### src/rtl/boxcar_trigger.sv
// Running boxcar sum with a threshold trigger and a holdoff FSM.
// Define BOXCAR_TRIGGER_ABS_EN to compare |sum| (one extra registered stage) instead of the signed sum.
module boxcar_trigger #(
    parameter int NSAMP   = 1,
    parameter int NBITS   = 14,
    parameter int SUMBITS = 24,
    parameter int PRIME   = 40
) (
    input  logic                     clk_i,
    input  logic                     rst_ni,
    input  logic [NBITS*NSAMP-1:0]   dat_i,
    input  logic [NBITS*NSAMP-1:0]   dly_i,
    input  logic [SUMBITS-1:0]       thresh_i,
    input  logic [15:0]              holdoff_i,
    input  logic                     trig_en_i,
    output logic [SUMBITS-1:0]       sum_o,
    output logic                     trig_o,
    output logic                     armed_o
);

    localparam int PCW = (PRIME > 1) ? $clog2(PRIME) : 1;
    localparam logic [PCW-1:0] PRIME_LAST = PCW'(PRIME - 1);

    typedef enum logic [1:0] {
        ST_PRIME,
        ST_ARMED,
        ST_HOLD
    } state_t;

    logic [NBITS:0]   diff_q [NSAMP];
    logic [SUMBITS-1:0] diff_sum;
    logic [SUMBITS-1:0] s2_q;
    logic [SUMBITS-1:0] sum_q;
    logic [SUMBITS-1:0] cmp_val;
    logic               hit;

    state_t             state;
    logic [PCW-1:0]     prime_cnt;
    logic [15:0]        hold_cnt;
    logic               trig_q;
    logic               armed_q;

    // S1: per-lane difference, one bit wider than a sample so it cannot overflow.
    // NOTE: the lane array is a bank of pipeline flops, not a RAM, so it is reset with the rest.
    always_ff @(posedge clk_i or negedge rst_ni) begin
        if (!rst_ni) begin
            for (int i = 0; i < NSAMP; i++) diff_q[i] <= '0;
        end else begin
            for (int i = 0; i < NSAMP; i++) begin
                // NOTE: non-blocking so every flop samples pre-edge values regardless of block order.
                diff_q[i] <= {dat_i[NBITS*i+NBITS-1], dat_i[NBITS*i +: NBITS]}
                           - {dly_i[NBITS*i+NBITS-1], dly_i[NBITS*i +: NBITS]};
            end
        end
    end

    // NOTE: the accumulator gets a default before the loop, so no latch is inferred.
    always_comb begin
        diff_sum = '0;
        for (int i = 0; i < NSAMP; i++) begin
            diff_sum = diff_sum + {{(SUMBITS-NBITS-1){diff_q[i][NBITS]}}, diff_q[i]};
        end
    end

    // S2 registers the lane total; S3 accumulates it, wrapping modulo 2^SUMBITS.
    always_ff @(posedge clk_i or negedge rst_ni) begin
        if (!rst_ni) begin
            s2_q  <= '0;
            sum_q <= '0;
        end else begin
            s2_q  <= diff_sum;
            sum_q <= sum_q + s2_q;
        end
    end

    assign sum_o = sum_q;

`ifdef BOXCAR_TRIGGER_ABS_EN
    localparam logic [SUMBITS-1:0] MOST_NEG = {1'b1, {(SUMBITS-1){1'b0}}};
    localparam logic [SUMBITS-1:0] MOST_POS = {1'b0, {(SUMBITS-1){1'b1}}};

    logic [SUMBITS-1:0] abs_q;

    // Most-negative has no positive twin, so it saturates to the largest positive value.
    always_ff @(posedge clk_i or negedge rst_ni) begin
        if (!rst_ni) begin
            abs_q <= '0;
        end else if (sum_q == MOST_NEG) begin
            abs_q <= MOST_POS;
        end else if (sum_q[SUMBITS-1]) begin
            abs_q <= -sum_q;
        end else begin
            abs_q <= sum_q;
        end
    end

    assign cmp_val = abs_q;
`else
    assign cmp_val = sum_q;
`endif

    assign hit = $signed(cmp_val) > $signed(thresh_i);

    // Holdoff FSM; holdoff_i is captured only at the firing edge.
    always_ff @(posedge clk_i or negedge rst_ni) begin
        if (!rst_ni) begin
            state     <= ST_PRIME;
            prime_cnt <= '0;
            hold_cnt  <= '0;
            trig_q    <= 1'b0;
            armed_q   <= 1'b0;
        end else begin
            trig_q <= 1'b0;
            case (state)
                ST_PRIME: begin
                    if (prime_cnt == PRIME_LAST) begin
                        state   <= ST_ARMED;
                        armed_q <= 1'b1;
                    end else begin
                        prime_cnt <= prime_cnt + PCW'(1);
                    end
                end
                ST_ARMED: begin
                    if (hit && trig_en_i) begin
                        trig_q   <= 1'b1;
                        state    <= ST_HOLD;
                        hold_cnt <= holdoff_i;
                        armed_q  <= 1'b0;
                    end
                end
                ST_HOLD: begin
                    if (hold_cnt == 16'd0) begin
                        state   <= ST_ARMED;
                        armed_q <= 1'b1;
                    end else begin
                        hold_cnt <= hold_cnt - 16'd1;
                    end
                end
                default: begin
                    state   <= ST_PRIME;
                    armed_q <= 1'b0;
                end
            endcase
        end
    end

    assign trig_o  = trig_q;
    assign armed_o = armed_q;

endmodule

### config.mk
export PLATFORM = sky130hd
export DESIGN_NAME = boxcar_trigger
export DESIGN_NICKNAME = d
export VERILOG_FILES = /design/src/rtl/boxcar_trigger.sv
export SDC_FILE = /design/constraint.sdc
export NUM_CORES = 1
export LEC_CHECK = 0
export ABC_AREA = 1
export BUFFER_PORTS_ARGS = -buffer_cell sky130_fd_sc_hd__buf_2
export CAP_MARGIN = 20
export CORE_UTILIZATION = 59
export CTS_CLUSTER_SIZE = 16
export DETAILED_ROUTE_END_ITERATION = 8
export PLACE_DENSITY = 0.82
export SLEW_MARGIN = 20
export SYNTH_ARGS = -nofsm -noshare
export SYNTH_HDL_FRONTEND = slang
export SYNTH_SLANG_ARGS = --single-unit
### constraint.sdc
create_clock -name clk_i -period 5.7 [get_ports clk_i]
set_input_delay 1.14 -clock clk_i [delete_from_list [all_inputs] [get_ports clk_i]]
set_output_delay 1.14 -clock clk_i [all_outputs]
set_load 0.1 [all_outputs]
==> run metrics, run 1 <==
slowest stage delay, CP 0.64 ns; Die Area 9942 um^2; mapped cell area 5633 um^2; post-synthesis adder-cell area fraction 14.70%; area leader, netlist dfrtp_1; Core Rows 35; Net Switching 2.187 mW; DRC viols 0; fin util 69.67%; First DRT Iteration DRCs 128; Slew HR 44.35%; Total Wirelength 12240 um; final slew viol count 0; # Max-Cap Violations 0; Area growth, synth to finish 14.28%; Switching Fraction 55.91%; combinational share of power 63.6%; IO Pins 97; compound-cell area share of the yosys netlist 10.95%; Post-synth EDFFs 0; dpl cell area 6200 um^2; gr ovfl total 0; synth top area cells dfrtp_1 35%, ha_1 14%, nand2_1 9.3%, inv_1 7.1%, a21oi_1 4.7%; post-synthesis sequential area ratio 35.10%; placer congestion estimate 0.9091; crit path buf inv count 3; status complete, no violations; ANT cells 0; routed length per placed instance 13.13 um; Critical Path RT 5.98 ns; clock share of power 11.4%; GRT Util Overall 25.97%; Syn Area/Cell 8.036 um^2; share of power burned in registers 25.0%; Pint 1.725 mW; Worst path slowest cell nor2_1; 1st-pass router iterations 5; Fmax 0.3674 GHz; Post-Layout Inst Area 6437 um^2; HPWL after detailed placement 9567 um; Worst setup EP type flop; final hold vios 0; Synth top cells by count 140 x nand2_1, 107 x inv_1, 79 x dfrtp_1; CTS H-tree lvls 3; Die Span X 99.71 um; fill count 770; largest net degree at the start of global routing 80; # clock sinks 79; setup TNS 0 ns; global-route wire length before repair 20530 um; unrepaired setup endpoints after global routing false; skew final 0.01798 ns; post-synthesis net count 837; initial antenna violation count 0; DR vias 4958; critical path arrival 3.00 ns; Synth Area in Simple Gates 24.23%; P_leak 3.516 nW; post-route ant nets 0; nature of the critical path startpoint flop; most frequent cell after synthesis nand2_1; hold_ws 0.3459 ns; Net count, final 935; number of global-route vias before repair 4728; chip height 99.71 um; Period minus WS final 2.722 ns; setup repair bufs after CTS 0; Resize count post-CTS 0; Max Fanout on Critical Path 22; final period utilization 47.75%; clock buffer depth 2; critical path, cell by cell inv_1, nor2_1, inv_1, mux2i_1, inv_1, nand3_2, nand2_1; Post-Synthesis Cells 701; post-synth top area share 35.10%; multi-input logic area 3173 um^2; mux share of post-synthesis cell area 0.3776%; maximum vdd ir drop 0.0003414 V; core area 9240 um^2; vias per inst 5.320; Hold/Removal Path Class flop to flop; CP delay by family, top buffers and inverters; Primary FF master, synth dfrtp_1; main combinational cell family by area after synthesis simple AND/OR/NAND/NOR gates; XOR/XNOR Fraction of Synth Area 6.064%; Clock Tree Root clkbuf_8; crit-path most repeated cell inv_1; Initial Util 60.96%; Synth async-reset ratio 100.0%; Storage cell area 1977 um^2; layout cells sized above 1 18.43%; Setup-failing EPs final 0; PortBufs 96; worst-margin pin slew 0.8317 ns; Power per Cell Area 607.6 nW/um^2; clock slew at reported path FFs 0.09 ns; TritonCTS Buffers 9; hold_buf cts 0; critical path type flop to flop; unique cell type count in the Yosys netlist 42; Skew-Pair Late Insertion Delay 0.34 ns; Synth Register Bits 79; Ys Warns 0; CTS tree built
[registers in the layout (all words and copies together), names as in the netlist]
signal,cells
hold_cnt,16
s2_q,15
sum_o,24
state,2
diff_q,15
prime_cnt,6
trig_o,1
[cell families after synthesis]
kind of cell,count (synthesis)
AO/OA/AOI/OAI,111
flip-flops,79
XOR/XNOR,39
multiplexers,2
buffers and inverters,118
adder cells (fa/ha/maj),65
AND/OR/NAND/NOR,287
[metrics by stage]
| step | power, mW | instances | setup WS, ns |
|---|---|---|---|
| floorplan | 2.977 | 701 | 3.074 |
| global placement | 3.366 | 916 | 2.821 |
| detailed placement | 3.442 | 916 | 2.774 |
| CTS | 3.902 | 931 | 2.953 |
| global route | 4.201 | 932 | 2.635 |
| finish | 3.911 | 932 | 2.978 |
[layout by cell type (no fill, tap or decap), drive strengths merged, types with 2 or more instances in the layout]
cell	count
xor2	23
inv	108
nand2	144
clkinv	3
xnor2	16
a31oi	6
o31ai	3
nand4	13
buf	97
a21oi	53
o21bai	4
bufinv	2
nor3	11
nand3	56
a21o	6
clkbuf	9
o21ai	35
ha	63
nor2	60
fa	2
dfrtp	79
nand3b	2
[power by group through the flow]
stage / Clock, mW / Sequential [mW] / Combinational (mW)
floorplan: 0 / 1.62 / 1.36
finish: 0.447 / 0.979 / 2.49
detailed placement: 0 / 0.987 / 2.46
global route: 0.476 / 1.01 / 2.72
global placement: 0 / 0.976 / 2.39
CTS: 0.456 / 0.977 / 2.47
[layout make-up]
class                      count  share of cell area [%]
multi-input combinational    504                   49.29
sequential                    79                   30.71
timing repair buffer          97                   7.930
inverter                     108                   6.297
tap                          129                   2.507
clock buffer                   9                   1.924
clock inverter                 6                   1.341
[final timing paths]
kind	from	to	slack, ns	cells past startpoint
min reg2reg	diff_q[0]	s2_q[0]	0.35	0
max in group asynchronous	rst_ni	sum_o[11]	4.43	2
max reg2reg	state[1]	hold_cnt[12]	2.98	7
min in group asynchronous	rst_ni	s2_q[0]	0.70	1
min	diff_q[0]	s2_q[0]	0.35	0
max	state[1]	hold_cnt[12]	2.98	7
[per-layer routing]
| metal | track usage, % | wire [um] |
|---|---|---|
| met1 | 33.65 | 5318 |
| met2 | 44.62 | 5882 |
| met3 | 3.935 | 782 |
| met4 | 8.484 | 252 |
| met5 | 0 | 0 |
Note: power is estimated with default switching activity, not from simulation.
==> run 2: changes to the inputs <==
Settings changed: CORE_UTILIZATION 59 to 52, PLACE_DENSITY 0.82 to 0.77.
Clock period 5.7 ns to 2.25 ns, I/O delays scaled along.
==> run 2 against run 1 <==
Against the previous run: sequential share of layout area fell by 0.50 points; count of clock-buffer cells in the layout up 1; routed wire length is 0.55% lower; clock skew fell by 0.0086 ns; utilization decreased by 5.8 points; global-route usage fell by 3.0 points; final area up 3.3%; critical endpoint is now hold_cnt[4].
==> run metrics, run 2 (synthesis gave the netlist of run 1 again) <==
status complete, no violations; CP delay by family, top simple AND/OR/NAND/NOR gates; Reg-to-Reg End hold_cnt[4]; hold_buf cts 0; 1st-pass router iterations 5; Post-Layout Inst Area 6648 um^2; DR vias 4966; Initial Util 54.08%; fin util 63.82%; final period utilization 93.04%; Critical Path RT 2.50 ns; multi-input logic area 3212 um^2; Die Area 11250 um^2; unrepaired setup endpoints after global routing false; HPWL after detailed placement 9691 um; First DRT Iteration DRCs 182; post-route ant nets 0; Largest register FFs 24; vias per inst 5.227; critical path arrival 2.34 ns; P_leak 3.554 nW; worst-margin pin slew 0.4972 ns; Area growth, synth to finish 18.01%; Worst path slowest cell dfrtp_1; Net count, final 945; final hold vios 0; layout cells sized above 1 23.34%; # clock sinks 79; DP Cell Count 931; ANT cells 0; hold_ws 0.06575 ns; initial antenna violation count 0; critical path type flop to flop; Storage cell area 2008 um^2; skew final 0.009398 ns; number of global-route vias before repair 4732; Period minus WS final 2.093 ns; global-route wire length before repair 20570 um; Setup-failing EPs final 0; Fmax 0.4777 GHz; crit path buf inv count 4; TritonCTS Buffers 9; Worst Setup SP hold_cnt[0]; clock slew at reported path FFs 0.08 ns; worst reg-to-reg setup slack 0.16 ns; PortBufs 96; fill count 901; CTS tree built; # Max-Cap Violations 0; Clock Tree Root clkbuf_8; Finished Layout Cells 950; Skew-Pair Late Insertion Delay 0.35 ns; GRT Util Overall 22.93%; CTS H-tree lvls 3; Core Rows 37; total power 10.28 mW; Slew HR 66.85%; core area 10420 um^2; Die Span X 106.1 um; Total Wirelength 12170 um; gr ovfl total 0; most frequent cells in the layout 139 x nand2_1, 106 x inv_1, 95 x buf_2; clock buffer depth 2; dpl cell area 6311 um^2; slowest stage delay, CP 0.40 ns; cells on worst reg2reg path 12; critical path, cell by cell inv_1, ha_1, inv_1, nor2_2, nand2_2, nor2_4, nand4_1, mux2i_2, clkinvlp_4, buf_12, nand3_1, nand2_1; Max Fanout on Critical Path 16; placer congestion estimate 0.8550; crit-path most repeated cell inv_1; routed length per placed instance 12.81 um; nature of the critical path startpoint flop; maximum vdd ir drop 0.0008407 V; IO Pins 97; chip height 106.1 um; final slew viol count 0; largest net degree at the start of global routing 38; DRC viols 0; Worst setup EP type flop; Hold/Removal Path Class input port to async pin; commonest non-fill, non-tap cell in the layout nand2_1; Power per Cell Area 1547 nW/um^2; RR Startpoint hold_cnt[0]
## run 2: area by class of cell
class                      instances  area share (%)
clock inverter                     6           1.619
sequential                        79           30.21
tap                              136           2.560
multi-input combinational        504           48.32
inverter                         108           6.155
timing repair buffer             107           9.072
clock buffer                      10           2.070
## run 2: routing by layer
metal	wire (um)	track usage [%]
met1	5580	29.15
met3	638	3.801
met4	214	8.829
met5	0	0
met2	5736	39.03
## run 2: timing repair
action,CTS,global route
gates resized for setup,0,8
setup endpoints to repair,0,18
buffers inserted,0,3
## run 2: how the worst max path moves through the flow
stage / endpoint / slack, ns / cells past startpoint
2_1_floorplan: hold_cnt[10] / 0.07 / 12
3_3_place_gp: hold_cnt[0] / 0.07 / 12
3_5_place_dp: hold_cnt[5] / -0.02 / 13
4_1_cts: hold_cnt[3] / 0.05 / 11
5_1_grt: hold_cnt[6] / 0.02 / 12
6_report: hold_cnt[4] / 0.16 / 12
## run 2: power breakdown
part           switching (mW)  internal [mW]
registers               0.521           2.02
clock network           0.517          0.763
logic                    4.51           1.95
## run 2: per-stage QoR
step           setup TNS [ns]  setup WS [ns]
3_5_place_dp         -0.07756       -0.02440
5_1_grt                     0        0.02252
2_1_floorplan               0        0.07116
3_3_place_gp                0        0.07128
4_1_cts                     0        0.05312
6_report                    0         0.1565
